### config.mk
export PLATFORM = sky130hd
export DESIGN_NAME = ddr3_user_port_arbiter
export DESIGN_NICKNAME = d
export VERILOG_FILES = /design/src/rtl/ddr3_user_port_arbiter.sv
export SDC_FILE = /design/constraint.sdc
export NUM_CORES = 1
export LEC_CHECK = 0
export CAP_MARGIN = 20
export CELL_PAD_IN_SITES_DETAIL_PLACEMENT = 1
export CELL_PAD_IN_SITES_GLOBAL_PLACEMENT = 2
export CORE_MARGIN = 5
export CORE_UTILIZATION = 23
export DETAILED_ROUTE_END_ITERATION = 8
export PLACE_DENSITY_LB_ADDON = 0.1
export SLEW_MARGIN = 30
export SYNTH_ARGS = -nofsm -noshare
export SYNTH_HDL_FRONTEND = slang
export SYNTH_SLANG_ARGS = --single-unit
### constraint.sdc
create_clock -name clk -period 5.41 [get_ports clk]
set_input_delay 1.3525 -clock clk [delete_from_list [all_inputs] [get_ports clk]]
set_output_delay 1.3525 -clock clk [all_outputs]
set_load 0.02 [all_outputs]
### src/rtl/ddr3_user_port_arbiter.sv
// Round-robin burst arbiter sharing the ddr3_memory_controller user port among
// NUM_PORTS requesters, with phase-paced beats and a tagged read-return pipeline.
module ddr3_user_port_arbiter #(
  parameter int NUM_PORTS        = 2,
  parameter int ADDR_WIDTH       = 17,
  parameter int DQ_BITWIDTH      = 16,
  parameter int BURST_WIDTH      = 4,
  parameter int MAX_BURST        = 8,
  parameter int READ_LATENCY     = 2,
  parameter int STATE_WRITE_DATA = 8,
  parameter int STATE_READ_DATA  = 11,
  parameter int STATE_WIDTH      = 5
) (
  input  logic                               clk,
  input  logic                               reset,
  input  logic [NUM_PORTS-1:0]               req,
  input  logic [NUM_PORTS-1:0]               is_write,
  input  logic [NUM_PORTS*ADDR_WIDTH-1:0]    addr,
  input  logic [NUM_PORTS*DQ_BITWIDTH-1:0]   wdata,
  input  logic [NUM_PORTS*BURST_WIDTH-1:0]   burst_len,
  output logic [NUM_PORTS-1:0]               grant,
  output logic [NUM_PORTS-1:0]               beat_ack,
  output logic [DQ_BITWIDTH-1:0]             rdata,
  output logic [NUM_PORTS-1:0]               rvalid,
  input  logic [STATE_WIDTH-1:0]             main_state,
  input  logic                               clk_slow_posedge,
  input  logic                               clk180_slow_posedge,
  output logic                               write_enable,
  output logic                               read_enable,
  output logic [ADDR_WIDTH-1:0]              i_user_data_address,
  output logic [DQ_BITWIDTH-1:0]             data_to_ram,
  input  logic [DQ_BITWIDTH-1:0]             data_from_ram
);

  localparam int PW = (NUM_PORTS > 1) ? $clog2(NUM_PORTS) : 1;
  localparam logic [BURST_WIDTH-1:0] MAX_LEN = BURST_WIDTH'(MAX_BURST);

  typedef enum logic [1:0] {IDLE, WRITE, READ, DRAIN} state_e;

  state_e                  state_q, state_d;
  logic [PW-1:0]           owner_q, owner_d, ptr_q, ptr_d;
  logic [ADDR_WIDTH-1:0]   addr_q, addr_d;
  logic [BURST_WIDTH-1:0]  remain_q, remain_d;

  logic [PW-1:0]           pick, cand;
  logic                    found;
  logic [ADDR_WIDTH-1:0]   sel_addr;
  logic [BURST_WIDTH-1:0]  sel_len, clamped_len;
  logic                    sel_write;
  logic [DQ_BITWIDTH-1:0]  own_wdata;
  logic [NUM_PORTS-1:0]    owner_oh;
  logic                    wr_accept, rd_accept, accept;

  logic [READ_LATENCY-1:0] pipe_v_q;
  logic [PW-1:0]           pipe_tag_q [READ_LATENCY];
  logic                    pipe_busy;
  logic [DQ_BITWIDTH-1:0]  rdata_q;
  logic [NUM_PORTS-1:0]    rvalid_q;

  // Round-robin search starting one past the last served port.
  // NOTE: every variable gets a default before any branch so no latch is inferred.
  always_comb begin
    found = 1'b0;
    pick  = ptr_q;
    cand  = '0;
    for (int i = 1; i <= NUM_PORTS; i++) begin
      cand = PW'((int'(ptr_q) + i) % NUM_PORTS);
      if (!found && req[cand]) begin
        found = 1'b1;
        pick  = cand;
      end
    end
  end

  always_comb begin
    sel_addr  = '0;
    sel_len   = '0;
    sel_write = 1'b0;
    own_wdata = '0;
    for (int p = 0; p < NUM_PORTS; p++) begin
      if (pick == PW'(p)) begin
        sel_addr  = addr[p*ADDR_WIDTH +: ADDR_WIDTH];
        sel_len   = burst_len[p*BURST_WIDTH +: BURST_WIDTH];
        sel_write = is_write[p];
      end
      if (owner_q == PW'(p)) own_wdata = wdata[p*DQ_BITWIDTH +: DQ_BITWIDTH];
    end
    if (sel_len == '0)          clamped_len = BURST_WIDTH'(1);
    else if (sel_len > MAX_LEN) clamped_len = MAX_LEN;
    else                        clamped_len = sel_len;
  end

  // Reset gates accepts so an aborted burst produces no acknowledge in the reset cycle.
  assign wr_accept = (state_q == WRITE) && (main_state == STATE_WIDTH'(STATE_WRITE_DATA)) &&
                     (clk_slow_posedge || clk180_slow_posedge) && !reset;
  assign rd_accept = (state_q == READ) && (main_state == STATE_WIDTH'(STATE_READ_DATA)) &&
                     clk_slow_posedge && !reset;
  assign accept    = wr_accept || rd_accept;
  assign owner_oh  = NUM_PORTS'(1) << owner_q;
  assign pipe_busy = |pipe_v_q;

  // NOTE: sequential state uses non-blocking assignments so all registers update together.
  always_ff @(posedge clk) begin
    if (reset) begin
      state_q  <= IDLE;
      owner_q  <= '0;
      ptr_q    <= PW'(NUM_PORTS - 1);
      addr_q   <= '0;
      remain_q <= '0;
    end else begin
      state_q  <= state_d;
      owner_q  <= owner_d;
      ptr_q    <= ptr_d;
      addr_q   <= addr_d;
      remain_q <= remain_d;
    end
  end

  always_comb begin
    state_d  = state_q;
    owner_d  = owner_q;
    ptr_d    = ptr_q;
    addr_d   = addr_q;
    remain_d = remain_q;
    case (state_q)
      IDLE: if (found) begin
        owner_d  = pick;
        addr_d   = sel_addr;
        remain_d = clamped_len;
        state_d  = sel_write ? WRITE : READ;
      end
      WRITE, READ: if (accept) begin
        addr_d   = addr_q + 1'b1;
        remain_d = remain_q - 1'b1;
        if (remain_q == BURST_WIDTH'(1)) state_d = DRAIN;
      end
      DRAIN: if (!pipe_busy) begin
        ptr_d   = owner_q;
        state_d = IDLE;
      end
      default: state_d = IDLE;
    endcase
  end

  always_comb begin
    grant               = '0;
    beat_ack            = '0;
    write_enable        = 1'b0;
    read_enable         = 1'b0;
    i_user_data_address = '0;
    data_to_ram         = '0;
    case (state_q)
      WRITE: begin
        grant               = owner_oh;
        write_enable        = 1'b1;
        i_user_data_address = addr_q;
        data_to_ram         = own_wdata;
        beat_ack            = accept ? owner_oh : '0;
      end
      READ: begin
        grant               = owner_oh;
        read_enable         = 1'b1;
        i_user_data_address = addr_q;
        beat_ack            = accept ? owner_oh : '0;
      end
      DRAIN:   grant = owner_oh;
      default: ;
    endcase
  end

  always_ff @(posedge clk) begin
    if (reset) begin
      pipe_v_q <= '0;
      rvalid_q <= '0;
      rdata_q  <= '0;
    end else begin
      pipe_v_q[0] <= rd_accept;
      for (int i = 1; i < READ_LATENCY; i++) pipe_v_q[i] <= pipe_v_q[i-1];
      rvalid_q <= pipe_v_q[READ_LATENCY-1] ? (NUM_PORTS'(1) << pipe_tag_q[READ_LATENCY-1]) : '0;
      if (pipe_v_q[READ_LATENCY-1]) rdata_q <= data_from_ram;
    end
  end

  // NOTE: tag storage is not reset; the valid bits alone decide whether a tag is used.
  always_ff @(posedge clk) begin
    pipe_tag_q[0] <= owner_q;
    for (int i = 1; i < READ_LATENCY; i++) pipe_tag_q[i] <= pipe_tag_q[i-1];
  end

  assign rdata  = rdata_q;
  assign rvalid = rvalid_q;

endmodule

==> impl_metrics.yaml <==
setup_path:
  worst_setup_path_start_kind: "input pin"
  critPathMaxFanout: 3
  end_kind: "output pin"
  cp.required_ns: 4.06
  critPathArrivalTime_ns: 3.34
  critPathBufInv: 2
  path_cells: "clkdlybuf4s50_1 > or3b_1 > o21a_1 > nor2_1 > and3_1 > clkdlybuf4s50_1"
  critPathMostFrequentCell: "clkdlybuf4s50_1"
  setup.worst_path.start: "main_state[0]"
  reg2reg_from: "state_q[0]$_SDFFE_PP0P_"
  crit_type: "input pin to output pin"
  critPathTopFamily: "buffers and inverters"
  max_stage_delay_ns: 0.62
  cp_slowest_cell: "clkdlybuf4s50_1"
clock_network:
  root_buffer: "clkbuf_16"
  hold_buffers: 0
  clk_pin_slew_ns: 0.07
  postCtsSetupRepairBufs: 0
  htreeDepth: 2
  cts_buffers: 5
  cts_tree: "yes"
  clkSinkCount: 47
  clockBufferDepth: 2
  insertion_delay_ns: 0.29
  cts_resized: 0
sta:
  hold_viol_final: 0
  drv_slew: 0
  skew_ns: 0.00633
  maxSlewHeadroom_pct: 52.3
  rsz0062_at_grt: "no"
  setup_ws_ns: 0.714
  worst_slew_pin_slew_ns: 0.706
  whs_ns: 0.329
  period_needed_ns: 4.70
  setup_viol: 0
  post-route-period-util_pct: 86.8
  fmax_mhz: 213
  tns_ns: 0
yosys:
  ys_seq_area_share_pct: 30.5
  synth_cell_types: 55
  synthCells: 378
  synth_top_flop_cell: "dfxtp_1"
  synth_seq_cells: 47
  synth_nets: 489
  synth_edf_count: 0
  syn_area_per_cell_um2: 8.15
  netlist_area_mm2: 0.00308
  ys_async_sr_fraction_pct: 0
  yosys_warnings: 0
global_routing:
  grt.met1_usage_pct: 18.5
  gr-max-usage-layer: "met2"
  grt_pass1_vias: 3574
  grt-ovfl-total: 0
  grt_first_pass_wirelength_um: 19200
  grt_use_total_pct: 15.0
  use_met3_pct: 3.26
  grt_max_degree: 43
  antenna_found_initial: 0
  grtUsageMet2_pct: 26.8
finish:
  antennaDiodeCount: 0
  drive_above_1_share_pct: 6.48
  final_cell_mix: "clkdlybuf4s50_1, dfxtp_1, mux2i_1"
  mostFrequentLayoutCell: "clkdlybuf4s50_1"
  multi_input_area_mm2: 0.00198
  fin_nets: 635
  final_cell_count_no_fill: 701
  fill_cells: 1567
  synthToLayoutAreaGrowth_pct: 62.6
  regArea_um2: 943
hold_path:
  hold_class: "register to register"
  hold_path_startpoint: "pipe_tag_q[0][0]$_DFF_P_"
floorplanning:
  die_h_um: 126
  die_area_mm2: 0.0158
  die_w_um: 126
  rows: 42
  core_mm2: 0.0132
  initial_core_util_pct: 23.4
  boundaryPins: 160
routing:
  vias_per_cell: 4.76
  drt_iter0_markers: 166
  ant_nets: 0
  wire_per_inst_um: 17.4
  wl_um: 12200
  vias: 3338
  route.detailed.drc: 0
  drtPass1Iterations: 4
placement:
  dpl.hpwl_um: 9350
  dpl_worst_slack_ns: 0.712
  dpl.cell_count: 693
  gp_congestion: 0.715
  io_buffers: 159
job:
  drv_cap: 0
outcome:
  run_status: "complete, no violations"
pwr:
  ir_drop_mv: 0.145
  leakagePower_nw: 1.81
  cellPowerDensity_mw_per_mm2: 370
area by class of cell:
class | count | share of cell area [%]
clock buffers | 5 | 2.50
clock inverters | 3 | 1.35
inverters | 10 | 0.749
multi-input cells | 295 | 39.6
flip-flops and latches | 47 | 18.8
well taps | 176 | 4.40
repair buffers | 165 | 32.6
path summary, 6_finish.rpt:
kind              cells past startpoint                       end  slack [ns]
setup reg to reg                      8  remain_q[3]$_SDFFE_PP0P_        2.51
setup / recovery                      6               beat_ack[1]        0.71
hold reg to reg                       0  pipe_tag_q[0][1]$_DFF_P_        0.33
hold / removal                        0  pipe_tag_q[0][1]$_DFF_P_        0.33
registers in the layout, summed over array words and instances, names as in the netlist:
signal	cells
addr_q	17
rdata	16
state_q	2
pipe_v_q	2
owner_q	1
remain_q	4
ptr_q	1
pipe_tag_q	2
rvalid	2
stage by stage:
stage          instance area (um^2)  total power [mW]  util (%)
2_1_floorplan                  3080              1.11         -
3_5_place_dp                   4820              1.46      36.5
3_3_place_gp                   4810              1.43      36.5
4_1_cts                        5010              1.88      38.0
5_1_grt                        5010              1.99      38.0
6_report                       5010              1.85      38.0
layer usage:
metal	vias to the layer above	part of all wire [%]
li1	1649	-
met1	1591	44
met2	91	50
met3	7	4.8
met4	0	0.95
met5	-	0
synth_stat cells (all sizes together) (2+ instances only):
cell	n	area, um^2
nand2	27	101
ha	8	100
nor3b	3	22.5
a211oi	9	67.6
nor3	5	25.0
a32o	2	20.0
o41ai	2	17.5
nand2b	3	18.8
a21o	3	22.5
o22ai	4	25.0
nand3	11	55.1
or4	2	18.8
nand4	4	25.0
mux2i	38	380
buf	9	58.8
inv	9	33.8
o211ai	5	37.5
nor2	37	139
and2	18	113
a211o	2	17.5
mux2	10	113
and3	12	75.1
o21ai	22	114
clkbuf	17	63.8
dfxtp	47	941
nor2b	21	131
a21oi	19	95.1
a31oi	3	18.8
a2111oi	2	17.5
and4	4	35.0
nor4b	2	17.5
kinds of logic after synthesis:
kind of cell    share of synthesized area, %
simple gates                            26.9
flops                                   30.5
fa+ha+maj                               3.25
buf+inv                                 5.20
compound gates                          18.1
mux                                     16.0
report_power, final:
group	internal [mW]	total [mW]	switching (mW)
sequential	0.420	0.509	0.0890
combinational	0.410	0.933	0.523
clock	0.265	0.410	0.145
worst register-to-register path, stage by stage (launching register included):
cell	delay, ns
dfxtp_1	0.38
inv_1	0.10
ha_2	0.71
nor2_1	0.17
a211oi_1	0.29
and2_1	0.57
buf_4	0.30
a21oi_1	0.08
a211oi_1	0.20
Note: power is estimated with default switching activity, not from simulation.
